`src/rtl/pll_sup_pkg.sv`:
```
`default_nettype none
// ============================================================================
//  Module      : pll_sup_pkg
//  Description : Shared state encodings and helpers for the PLL lock
//                supervisor and its synchroniser.
//  Revision    : 1.0 - initial release
// ============================================================================
package pll_sup_pkg;

    localparam int STATE_W = 3;

    typedef logic [STATE_W-1:0] state_t;

    // Encodings are fixed because STATE is exported for debug readout.
    localparam state_t c_st_pll_rst    = 3'd0;
    localparam state_t c_st_wait_lock  = 3'd1;
    localparam state_t c_st_stable     = 3'd2;
    localparam state_t c_st_run        = 3'd3;
    localparam state_t c_st_fault      = 3'd4;
    localparam state_t c_st_bypass_run = 3'd5;

    // Largest of three counts; sizes the shared phase timer.
    function automatic int max3(input int a, input int b, input int c);
        int m;
        m = a;
        if (b > m) m = b;
        if (c > m) m = c;
        return m;
    endfunction

endpackage
`default_nettype wire

```
`src/rtl/pll_sup_sync.sv`:
```
`default_nettype none
// ============================================================================
//  Module      : pll_sup_sync
//  Description : N-stage single-bit synchroniser, asynchronous active-high
//                reset to 0. STAGES must be at least 2.
//  Revision    : 1.0 - initial release
// ============================================================================
module pll_sup_sync #(
    parameter int STAGES = 2
) (
    input  logic clk,
    input  logic rst,
    input  logic i_d,
    output logic o_q
);

    logic [STAGES-1:0] r_chain;

    // Shift the asynchronous input through the flop chain.
    always_ff @(posedge clk or posedge rst) begin
        if (rst) begin
            r_chain <= '0;
        end else begin
            r_chain <= {r_chain[STAGES-2:0], i_d};
        end
    end

    assign o_q = r_chain[STAGES-1];

endmodule
`default_nettype wire

```
`src/rtl/pll_lock_supervisor.sv`:
```
`default_nettype none
// ============================================================================
//  Module      : pll_lock_supervisor
//  Description : Sequences PLL_RESETB of an SB_PLL40_CORE-style PLL, filters
//                its asynchronous LOCK through a synchroniser and stability
//                timer, times out and retries failed lock attempts, detects
//                loss of lock in service and drives the PLL-domain reset
//                request. Runs entirely on REFERENCECLK.
//
//                LOCK is masked while PLL_RESETB is low, so the synchroniser
//                always starts flushed when an attempt begins. With LOCK
//                already high, SYS_RESET therefore falls exactly
//                SYNC_STAGES+STABLE_CYCLES cycles after the edge on which
//                PLL_RESETB rises (entry-cycle offset +0).
//
//                Optional build macro PLL_SUPERVISOR_BYPASS_FALLBACK_EN:
//                exhausting the retries enters BYPASS_RUN (PLL bypassed,
//                downstream released on the reference clock) instead of
//                FAULT. Without it PLL_BYPASS is tied low.
//  Revision    : 1.0 - initial release
// ============================================================================
module pll_lock_supervisor
    import pll_sup_pkg::*;
#(
    parameter int RST_CYCLES    = 16,
    parameter int LOCK_TIMEOUT  = 4096,
    parameter int STABLE_CYCLES = 256,
    parameter int MAX_RETRIES   = 3,
    parameter int SYNC_STAGES   = 2,
    parameter int LOSS_CNT_W    = 8
) (
    input  logic                             REFERENCECLK,
    input  logic                             RESET,
    input  logic                             LOCK,
    input  logic                             RETRY_REQ,
    output logic                             PLL_RESETB,
    output logic                             PLL_BYPASS,
    output logic                             SYS_RESET,
    output logic                             FAULT,
    output logic [STATE_W-1:0]               STATE,
    output logic [$clog2(MAX_RETRIES+1)-1:0] RETRY_COUNT,
    output logic [LOSS_CNT_W-1:0]            LOSS_COUNT
);

    localparam int c_rc_w   = $clog2(MAX_RETRIES + 1);
    localparam int c_tw     = $clog2(max3(RST_CYCLES, LOCK_TIMEOUT, STABLE_CYCLES) + 1);

    localparam logic [c_tw-1:0]   c_rst_last  = c_tw'(RST_CYCLES - 1);
    localparam logic [c_tw-1:0]   c_to_last   = c_tw'(LOCK_TIMEOUT - 1);
    localparam logic [c_tw-1:0]   c_stab_last = c_tw'(STABLE_CYCLES - 1);
    localparam logic [c_tw-1:0]   c_tmr_one   = c_tw'(1);
    localparam logic [c_rc_w-1:0] c_retry_max = c_rc_w'(MAX_RETRIES);

`ifdef PLL_SUPERVISOR_BYPASS_FALLBACK_EN
    localparam state_t c_fail_state = c_st_bypass_run;
`else
    localparam state_t c_fail_state = c_st_fault;
`endif

    state_t                r_state;
    logic [c_tw-1:0]       r_timer;
    logic [c_rc_w-1:0]     r_retry;
    logic [LOSS_CNT_W-1:0] r_loss;
    logic                  r_pll_resetb;
    logic                  r_sys_reset;
    logic                  r_fault;

    state_t                w_nxt_state;
    logic [c_tw-1:0]       w_nxt_timer;
    logic [c_rc_w-1:0]     w_nxt_retry;
    logic [c_rc_w-1:0]     w_retry_inc;
    logic                  w_loss_evt;
    logic                  w_nxt_resetb;
    logic                  w_nxt_sys_reset;
    logic                  w_nxt_fault;
    logic                  w_lock_gated;
    logic                  w_lock_s;

    // A PLL held in reset cannot be locked; ignore LOCK until RESETB is high.
    assign w_lock_gated = LOCK & r_pll_resetb;

    pll_sup_sync #(
        .STAGES (SYNC_STAGES)
    ) u_lock_sync (
        .clk (REFERENCECLK),
        .rst (RESET),
        .i_d (w_lock_gated),
        .o_q (w_lock_s)
    );

    assign w_retry_inc = r_retry + 1'b1;

    // Next-state, phase timer and retry bookkeeping.
    always_comb begin
        w_nxt_state = r_state;
        w_nxt_timer = r_timer;
        w_nxt_retry = r_retry;
        w_loss_evt  = 1'b0;
        case (r_state)
            c_st_pll_rst: begin
                if (r_timer == c_rst_last) begin
                    w_nxt_state = c_st_wait_lock;
                    w_nxt_timer = '0;
                end else begin
                    w_nxt_timer = r_timer + 1'b1;
                end
            end
            c_st_wait_lock: begin
                // Lock wins over a coincident timeout; this cycle is the
                // first of the stable run.
                if (w_lock_s) begin
                    if (c_stab_last == '0) begin
                        w_nxt_state = c_st_run;
                        w_nxt_timer = '0;
                        w_nxt_retry = '0;
                    end else begin
                        w_nxt_state = c_st_stable;
                        w_nxt_timer = c_tmr_one;
                    end
                end else if (r_timer == c_to_last) begin
                    w_nxt_timer = '0;
                    w_nxt_retry = w_retry_inc;
                    w_nxt_state = (w_retry_inc == c_retry_max) ? c_fail_state : c_st_pll_rst;
                end else begin
                    w_nxt_timer = r_timer + 1'b1;
                end
            end
            c_st_stable: begin
                if (!w_lock_s) begin
                    w_nxt_state = c_st_wait_lock;
                    w_nxt_timer = '0;
                end else if (r_timer == c_stab_last) begin
                    w_nxt_state = c_st_run;
                    w_nxt_timer = '0;
                    w_nxt_retry = '0;
                end else begin
                    w_nxt_timer = r_timer + 1'b1;
                end
            end
            c_st_run: begin
                if (!w_lock_s) begin
                    w_nxt_state = c_st_pll_rst;
                    w_nxt_timer = '0;
                    w_loss_evt  = 1'b1;
                end
            end
            c_st_fault: begin
                if (RETRY_REQ) begin
                    w_nxt_state = c_st_pll_rst;
                    w_nxt_timer = '0;
                    w_nxt_retry = '0;
                end
            end
`ifdef PLL_SUPERVISOR_BYPASS_FALLBACK_EN
            c_st_bypass_run: begin
                if (RETRY_REQ) begin
                    w_nxt_state = c_st_pll_rst;
                    w_nxt_timer = '0;
                    w_nxt_retry = '0;
                end
            end
`endif
            default: begin
                w_nxt_state = c_st_pll_rst;
                w_nxt_timer = '0;
            end
        endcase
    end

    // Output levels are decoded from the next state so they register on the
    // same edge as the state change.
    always_comb begin
        w_nxt_resetb = (w_nxt_state == c_st_wait_lock) ||
                       (w_nxt_state == c_st_stable)    ||
                       (w_nxt_state == c_st_run);
`ifdef PLL_SUPERVISOR_BYPASS_FALLBACK_EN
        w_nxt_sys_reset = !((w_nxt_state == c_st_run) || (w_nxt_state == c_st_bypass_run));
        w_nxt_fault     = (w_nxt_state == c_st_fault) || (w_nxt_state == c_st_bypass_run);
`else
        w_nxt_sys_reset = (w_nxt_state != c_st_run);
        w_nxt_fault     = (w_nxt_state == c_st_fault);
`endif
    end

    // State, counters and registered outputs.
    always_ff @(posedge REFERENCECLK or posedge RESET) begin
        if (RESET) begin
            r_state      <= c_st_pll_rst;
            r_timer      <= '0;
            r_retry      <= '0;
            r_loss       <= '0;
            r_pll_resetb <= 1'b0;
            r_sys_reset  <= 1'b1;
            r_fault      <= 1'b0;
        end else begin
            r_state      <= w_nxt_state;
            r_timer      <= w_nxt_timer;
            r_retry      <= w_nxt_retry;
            r_pll_resetb <= w_nxt_resetb;
            r_sys_reset  <= w_nxt_sys_reset;
            r_fault      <= w_nxt_fault;
            if (w_loss_evt && (r_loss != '1)) begin
                r_loss <= r_loss + 1'b1;
            end
        end
    end

`ifdef PLL_SUPERVISOR_BYPASS_FALLBACK_EN
    logic r_pll_bypass;

    // Bypass follows the BYPASS_RUN state, registered with it.
    always_ff @(posedge REFERENCECLK or posedge RESET) begin
        if (RESET) begin
            r_pll_bypass <= 1'b0;
        end else begin
            r_pll_bypass <= (w_nxt_state == c_st_bypass_run);
        end
    end

    assign PLL_BYPASS = r_pll_bypass;
`else
    assign PLL_BYPASS = 1'b0;
`endif

    assign PLL_RESETB  = r_pll_resetb;
    assign SYS_RESET   = r_sys_reset;
    assign FAULT       = r_fault;
    assign STATE       = r_state;
    assign RETRY_COUNT = r_retry;
    assign LOSS_COUNT  = r_loss;

endmodule
`default_nettype wire

```
`config.mk`:
```
export PLATFORM = sky130hd
export DESIGN_NAME = pll_lock_supervisor
export DESIGN_NICKNAME = d
export VERILOG_FILES = /design/src/rtl/pll_sup_pkg.sv /design/src/rtl/pll_sup_sync.sv /design/src/rtl/pll_lock_supervisor.sv
export SDC_FILE = /design/constraint.sdc
export NUM_CORES = 1
export LEC_CHECK = 0
export ABC_AREA = 1
export BUFFER_PORTS_ARGS = -buffer_cell sky130_fd_sc_hd__buf_2
export CAP_MARGIN = 10
export CORE_AREA = 2 2 46 90
export CTS_CLUSTER_DIAMETER = 30
export DETAILED_ROUTE_END_ITERATION = 10
export DIE_AREA = 0 0 48 92
export HOLD_SLACK_MARGIN = 0.08
export PLACE_DENSITY = 0.7
export SETUP_SLACK_MARGIN = 0.4
export SKIP_CTS_REPAIR_TIMING = 1
export SYNTH_ARGS = -nofsm -noshare
export SYNTH_HDL_FRONTEND = slang
export SYNTH_SLANG_ARGS = --single-unit
```
`constraint.sdc`:
```
create_clock -name REFERENCECLK -period 1.5 [get_ports REFERENCECLK]
set_clock_uncertainty 0.1 [all_clocks]
set_input_delay 0.075 -clock REFERENCECLK [delete_from_list [all_inputs] [get_ports REFERENCECLK]]
set_output_delay 0.075 -clock REFERENCECLK [all_outputs]
set_load 0.01 [all_outputs]
```
* Yosys cells after proc, flatten, opt, wreduce, memory -nomap -nowiden
Index checks and enable logic that the tools add are counted.
W data, S select, Z words.
** Cells by class
- Equality and inequality tests :: 20
- Reduce and logical (&&, ||, !) cells :: 7
- Bitwise logic cells :: 1
- Muxes and demuxes :: 25
- Add/subtract/negate cells :: 3
** Operators with widths (number)
- $mux W13 :: 7
- $pmux W13 S5 :: 1
- $mux W3 :: 8
- $pmux W3 S5 :: 1
- $add A13 B1 Y13 const B :: 1
- $eq A13 B12 Y1 const B :: 1
- $eq A13 B4 Y1 const B :: 1
- $eq A13 B8 Y1 const B :: 1
- $eq A3 B2 Y1 const B :: 4
- $mux W2 :: 5
- $ne A2 B2 Y1 const B :: 5
- $add A8 B1 Y8 const B :: 1
- $ne A8 B8 Y1 const B :: 1
- $eq A3 B1 Y1 const B :: 2
- $eq A3 B3 Y1 const B :: 2
- $pmux W2 S3 :: 1
- $reduce_and A6 Y1 :: 1
- $logic_not A3 Y1 :: 1
- $ne A3 B2 Y1 const B :: 1
- $reduce_bool A3 Y1 :: 1
- $add A2 B1 Y2 const B :: 1
- $eq A2 B2 Y1 const B :: 1
- $logic_or A1 B1 Y1 :: 2
- $mux W1 :: 2
- other kinds (4) :: 4
** Storage, ports and cells
- Logic and storage cells :: 64
- Register bits :: 31
- Output and inout port bits :: 17
- Bits of input ports :: 4

* Logic depth before layout (Yosys ltp)
Gate-level depths: netlist (run 1).
- Word-level depth :: 9
- Depth in mapped cells :: 9
- Depth with buffers taken out :: 9

* Hierarchy
A second synthesis (run 1) with hierarchy kept.
** Unflattened totals
- Cell total of the unflattened synthesis :: 226
- Area, all modules :: 1742.9 um^2
** Modules (own cells, without submodules)
- pll_lock_supervisor :: area an instance 1689.1 um^2, cells an instance 223, instances 1, sequential area each 726.9 um^2
- pll_sup_sync :: area an instance 53.8 um^2, cells an instance 3, instances 1, sequential area each 50.0 um^2

* Worst setup path before layout (run 1)
Ideal clock, no wire load.
- Kind :: register to register
- Start point :: register r_timer[0]
- End point :: register r_timer[6]
- Buffers on the path :: 0
- Arrival :: 1332 ps
- Library setup time :: 124 ps
- Clock period less this slack :: 1556 ps
- Path slack :: -56 ps
- Required time :: 1276 ps
- Stages on the path, launching flop included :: 9
- Path through :: dfrtp_1 -> ha_1 -> nand3_2 -> nor2_4 -> nand2_1 -> nand2_2 -> nand3_4 -> nor2_4 -> nor2_1
** Between the ends
- Longest elaborated chain between the ends :: 4
- Elaborated cells between the ends (all ways) :: 10
- Classes of those cells :: 1 x add/sub; 3 x eq/ne; 6 x mux
** RTL lines
- start, declared :: line pll_lock_supervisor.sv:61 : logic [c_tw-1:0] r_timer;
- start signal, assigned :: line pll_lock_supervisor.sv:197 : r_timer <= w_nxt_timer;
- $add A13 B1 Y13, or another cell as far along :: line pll_lock_supervisor.sv:105, pll_lock_supervisor.sv:125, pll_lock_supervisor.sv:137
- $mux W13, on equally long branches :: line pll_lock_supervisor.sv:132, pll_lock_supervisor.sv:120
- $mux W13, on equally long branches :: line pll_lock_supervisor.sv:129, pll_lock_supervisor.sv:111
- $pmux W13 S5 (*) :: line pll_lock_supervisor.sv:99 : case (r_state)
Mark *: on every way between the ends. The rest lies on a longest branch, timed or not.
A chain may end at the register's enable or synchronous reset.

* Worst setup path in the final report (run 1)
- Start point :: register r_state[1] (netlist: STATE[1])
- End point :: register r_timer[2]
** Between the ends
- Longest elaborated chain between the ends :: 3
- Elaborated cells between the ends (all ways) :: 9
- Classes of those cells :: 6 x eq/ne; 1 x mux; 2 x reduce/logical
** RTL lines
- start, declared :: line pll_lock_supervisor.sv:60 : state_t r_state;
- start signal, assigned :: line pll_lock_supervisor.sv:188 : r_state <= c_st_pll_rst;
- start signal, assigned :: line pll_lock_supervisor.sv:196 : r_state <= w_nxt_state;
- $eq A3 B2 Y1 / $eq A3 B3 Y1 (equally long branches) :: line pll_lock_supervisor.sv:99
- $ne A2 B2 Y1 (no source line)
- $reduce_and A2 Y1 (no source line)
Parallel ways exist; a longest one is shown, timed or not.

==> run metrics, run 1 <==
Hold Path End=STATE[2]; Async SR Flop Fraction=1.00; status=complete, but fails checks; switching portion of total power=0.388; wire per inst=approximately 15 um; P_leak=~1.4 nW; pre-CTS setup slack=-65.7 ps; Final Hold Viols=0; CTS sink cnt=31; CTS tree=yes; Rows=32; Hold Path Cell Cnt=5; die area=4420 um2; vias per cell=roughly 5.1; ys flop type=dfrtp_1; Nets=a little over 300; critical path capture point type=register; WL final=between 5 and 6 mm; number of global-route vias before repair=between 1500 and 2000; EDFF count, synth=0; die width=approximately 48 um; footprint of the multi-input gates=1130 um2; initial antenna violation count=0; Arr. time, crit path=between 1500 and 2000 ps; Synth area leaders=dfrtp_1, nand2_1, nor2_1; R2R depth=6; Top Ports=21; fin crit period=around 1600 ps; worst path required time=about 1600 ps; reg2reg end=r_timer[2]; hpwl dp=between 3 and 4 mm; critical path fanouts, max=6; Max Cap Violations=0; Detail Route Antenna Nets=0; clk buf depth=2; CTS Buf Count=5; sequential-to-total area share from yosys stat=0.433; post-synth net total=about 230; final worst path period share=1.04; core footprint=around 3800 um2; fill cell count=272; largest net degree at the start of global routing=32; GRT Util Overall=0.227; Synth cell types=30; Synth Instances=between 200 and 250; drt pass-1 iters=4; RSZ-0062 raised after global routing=true; Die H=just over 90 um; Area growth, synth to finish=54.3%; IO Port Bufs=19; Critical Path Source=STATE[1]; Starting Density=0.471; Final Setup Violations=19; most frequent cell after synthesis=nand2_1; Final Max Slew Viols=0; Internal=a little over 2 mW; first-pass GRT wire length=just over 7 mm; peak supply drop=between 0.0009 and 0.001 V; worst skew pair latency=290 ps; reg-to-reg setup timing slack=-60 ps; power share of the combinational group=0.420; H-tree levels=2; fmax=641 MHz; hold_ws=approximately 180 ps; ANT cells=0; Flop pwr share=0.361; Setup TNS Final=-655 ps; synth warn=0; Startpoint Class=register; Seq cells post-synth=31; placer congestion estimate=roughly 0.84; CP Class=reg -> reg; Root Buffer Master=clkbuf_8; worst reg2reg startpoint=STATE[1]; initial DRC count=75; post-synthesis average cell area=roughly 8 um2; Worst-path clk slew=around 60 ps; clock network power share=0.219; synth cell count leaders=nand2_1, dfrtp_1, nor2_1; share of post-route cells with drive strength above 1=0.507; sw power=around 1.3 mW; PwrDens=1200 nW/um2; Overflow after GRT=0; largest area contributor in the netlist=dfrtp_1; Worst Hold Class=in -> reg; Min-Delay Startpoint=RETRY_REQ; Worst Slack Setup Final=-58.9 ps; via count=1790; Reg area=about 800 um2; Cell Area, Synth=1790 um2; DRC errors left=0; violated checks=negative setup slack; Yosys top cell area share=0.419
==> cell usage in the layout (no fill, tap or decap), types with 2 or more instances in the layout <==
cell,Yosys,final
buf_2,0,10
buf_4,1,37
buf_6,0,18
clkbuf_8,0,7
dfrtp_1,30,25
dfrtp_2,0,5
dlygate4sd3_1,0,2
ha_4,0,2
inv_1,25,21
inv_2,3,6
nand2_1,64,41
nand2_2,5,23
nand2_4,0,5
nand3_1,15,10
nand3_2,2,5
nand3_4,1,3
nand4_1,13,13
nor2_1,27,20
nor2_2,1,3
nor2_4,5,11
nor3_2,1,2
nor3_4,1,2
o21ai_2,0,2
o31ai_2,0,2
xnor2_1,3,3
xor2_1,8,8
==> kinds of logic (layout without fill, tap and decap cells) <==
family | after synthesis | in the layout | share of synthesized area
compound gates | 6 | 6 | 0.0230
xor+xnor | 11 | 11 | 0.0537
fa+ha+maj | 3 | 3 | 0.0209
buf+inv | 30 | 105 | 0.0677
flops | 31 | 31 | 0.433
other cells | 1 | 1 | 0.00209
simple gates | 142 | 143 | 0.399
==> worst max path at each step <==
stage,end,cells past startpoint
after floorplan,r_timer[10],8
after global placement,r_timer[8],9
after detailed placement,r_timer[10],8
after CTS,r_timer[10],9
after global routing,r_timer[7],9
final,r_timer[2],6
==> routing by layer <==
metal  GRT usage  part of all wire  wire (um)
met2       0.421              0.62       3320
met4       0.151             0.038        202
met1       0.188              0.32       1740
met5           0                 0          0
met3      0.0413             0.021        111
==> cell type report <==
type | instances | share of cell area
clock buffer | 8 | 0.0362
inverter | 29 | 0.0421
multi-input combinational | 164 | 0.409
sequential | 31 | 0.283
tap | 51 | 0.0231
timing repair buffer | 68 | 0.206
==> sequential cells by signal, summed over array words and instances, names as in the netlist <==
signal               count
PLL_RESETB               1
r_timer                 13
STATE                    3
FAULT                    1
u_lock_sync.r_chain      2
LOSS_COUNT               8
SYS_RESET                1
RETRY_COUNT              2
==> power groups by stage <==
stage               logic [mW]  registers (mW)  clock network [mW]
floorplan                0.676            1.21                   0
global placement          1.13            1.18                   0
detailed placement        1.16            1.19                   0
CTS                       1.16            1.18               0.746
global route              1.54            1.22               0.789
finish                    1.40            1.20               0.729
==> worst max-delay path: stages (launching register included) <==
cell and delay, ps:
dfrtp_2 490, nor3_4 330, and2_4 230, nand2_4 50, nand3_4 130, nand3_1 100, nand2_1 60
==> stage by stage <==
step                      utilization  power (mW)  area (um2)  instances
final                           0.727        3.33        2770        351
after floorplan                     -        1.88        1840        224
after global routing            0.727        3.55        2770        351
after CTS                       0.618        3.09        2350        335
after detailed placement        0.591        2.35        2250        327
after global placement          0.591        2.31        2250        327
Note: power is estimated with default switching activity, not from simulation.
==> inputs of run 2 (changes only) <==
--- a/config.mk
+++ b/config.mk
@@ -13,7 +13,7 @@
 export DETAILED_ROUTE_END_ITERATION = 10
 export DIE_AREA = 0 0 48 92
 export HOLD_SLACK_MARGIN = 0.08
-export PLACE_DENSITY = 0.7
+export PLACE_DENSITY = 0.68
 export SETUP_SLACK_MARGIN = 0.4
 export SKIP_CTS_REPAIR_TIMING = 1
 export SYNTH_ARGS = -nofsm -noshare
==> constraint.sdc (replaced) <==
create_clock -name REFERENCECLK -period 2 [get_ports REFERENCECLK]
set_clock_uncertainty 0.1 [all_clocks]
set_input_delay 0.1 -clock REFERENCECLK [delete_from_list [all_inputs] [get_ports REFERENCECLK]]
set_output_delay 0.1 -clock REFERENCECLK [all_outputs]
set_load 0.01 [all_outputs]
==> run 2 against run 1 <==
Against the previous run: the run now ends clean; global-route usage down 2.5 points; core utilization down 15 points; register-to-register slack better by 410 ps; cell count fell by 11%; wire length down 25%; first-iteration DRC count decreased by 68%; non-clock buffer count fell by 39; sequential power is 25% lower; power fell by 30%; combinational power fell by 44%; critical endpoint is now r_timer[11].
==> run metrics, run 2 (synthesized netlist as in run 1, its figures left out) <==
first-pass GRT wire length=6.27 mm (was 7.07 mm); DRC errors left=0 (unchanged); status=complete, no violations (was complete, but fails checks); die area=4420 um2 (unchanged); via count=1553 (was 1790); Layout Utilization=0.580 (was 0.727); Detail Route Antenna Nets=0 (unchanged); Startpoint Class=register (unchanged); Rows=32 (unchanged); clk buf depth=2 (unchanged); CP Class=reg -> reg (unchanged); worst path required time=2070 ps (was 1630 ps); fmax=608 MHz (was 641 MHz); share of post-route cells with drive strength above 1=0.284 (was 0.507); CTS Buf Count=5 (unchanged); Die H=92 um (unchanged); PwrDens=1050 nW/um2 (was 1200 nW/um2); slowest cell on the critical path=dfrtp_1 (was dfrtp_2); Nets=267 (was 306); CP max stage delay=430 ps (was 490 ps); Max Cap Violations=0 (unchanged); Overflow after GRT=0 (unchanged); drt pass-1 iters=5 (was 4); worst skew pair latency=290 ps (about the same); GRT Util Overall=0.203 (was 0.227); Reg area=781 um2 (was 783 um2); RSZ-0062 raised after global routing=true (unchanged); Setup TNS Final=0 ps (was -655 ps); initial DRC count=24 (was 75); Top reg by flops=r_timer (unchanged); max reg flops=13 (unchanged); Worst-path clk slew=60 ps (about the same); placer congestion estimate=0.808 (was 0.838); H-tree levels=2 (unchanged); vias per cell=4.98 (was 5.10); Starting Density=0.471 (unchanged); core footprint=3800 um2 (unchanged); most frequent cells in the layout=nand2_1, dfrtp_1, inv_1, nor2_1, buf_2 (was nand2_1, buf_4, dfrtp_1, nand2_2, inv_1); largest net degree at the start of global routing=32 (unchanged); peak supply drop=0.000736 V (was 0.000978 V); CTS sink cnt=31 (unchanged); Final Hold Viols=0 (unchanged); Final Max Slew Viols=0 (unchanged); die width=48 um (unchanged); WL final=4.02 mm (was 5.38 mm); critical path capture point type=register (unchanged); initial antenna violation count=0 (unchanged); final worst path period share=0.823 (was 1.04); Arr. time, crit path=1710 ps (was 1690 ps); Worst Hold Class=in -> reg (unchanged); Area growth, synth to finish=23.0% (was 54.3%); most common cell after layout, fill and taps aside=nand2_1 (unchanged); footprint of the multi-input gates=953 um2 (was 1130 um2); IO Port Bufs=19 (unchanged); ANT cells=0 (unchanged); fill cell count=356 (was 272); Top Ports=21 (unchanged); Root Buffer Master=clkbuf_8 (unchanged); hold_ws=95.7 ps (was 182 ps); hpwl dp=2.99 mm (was 3.36 mm); critical path fanouts, max=5 (was 6); Final Setup Violations=0 (was 19); P_leak=1.10 nW (was 1.37 nW); fin crit period=1650 ps (was 1560 ps); crit-path cells=ha_4 > nand3_4 > nor2_4 > nand2_1 > nand2_2 > nand3_4 > nor2_4 > nor2_1 (was nor3_4 > and2_4 > nand2_4 > nand3_4 > nand3_1 > nand2_1); CTS tree=yes (unchanged); wire per inst=12.9 um (was 15.3 um); number of global-route vias before repair=1581 (was 1700)
-- run 2: stage by stage --
step / setup WS, ps / std cells / cell area, um2 / total power [mW]
after floorplan: 444 / 224 / 1790 / 1.35
after global placement: 315 / 294 / 1950 / 1.52
after detailed placement: 264 / 294 / 1950 / 1.53
after CTS: 240 / 302 / 2070 / 2.18
after global routing: 253 / 312 / 2200 / 2.48
final: 354 / 312 / 2200 / 2.32
-- run 2: layout make-up --
class                   count  share of cell area
multi-input cells         164               0.432
flip-flops and latches     31               0.354
repair buffers             29              0.0795
clock inverters             2              0.0159
clock buffers               6              0.0375
inverters                  29              0.0516
well taps                  51              0.0289
-- run 2: metal layers --
metal  global-route usage  wire, um  vias up  share of wire
met5                    0         0        -              0
met4                0.104        85        0          0.021
met3               0.0610       131        9          0.033
met2                0.391      2490       36           0.62
met1                0.151      1310      727           0.33
li1                     -         -      781              -
-- run 2: critical path, delay by kind of cell (launching register included) --
family,cells,cell delay (ps)
DFF,1,430
and+or+nand+nor,7,820
adders and majority gates,1,180
-- run 2: final timing paths --
check	from	cells after the start	end	slack, ps
max	r_timer[1]	8	r_timer[11]	350
min	RETRY_REQ	4	STATE[2]	100
max reg2reg	r_timer[1]	8	r_timer[11]	350
min reg2reg	u_lock_sync.r_chain[0]	0	u_lock_sync.r_chain[1]	250
max in group asynchronous	RESET	4	SYS_RESET	1160
min in group asynchronous	RESET	4	PLL_RESETB	320
-- run 2: where the power goes --
group          total [mW]  leakage (nW)  switching [mW]  internal [mW]
Combinational       0.780         0.631           0.440          0.340
Clock               0.632        0.0612           0.230          0.403
Sequential          0.905         0.411           0.159          0.746
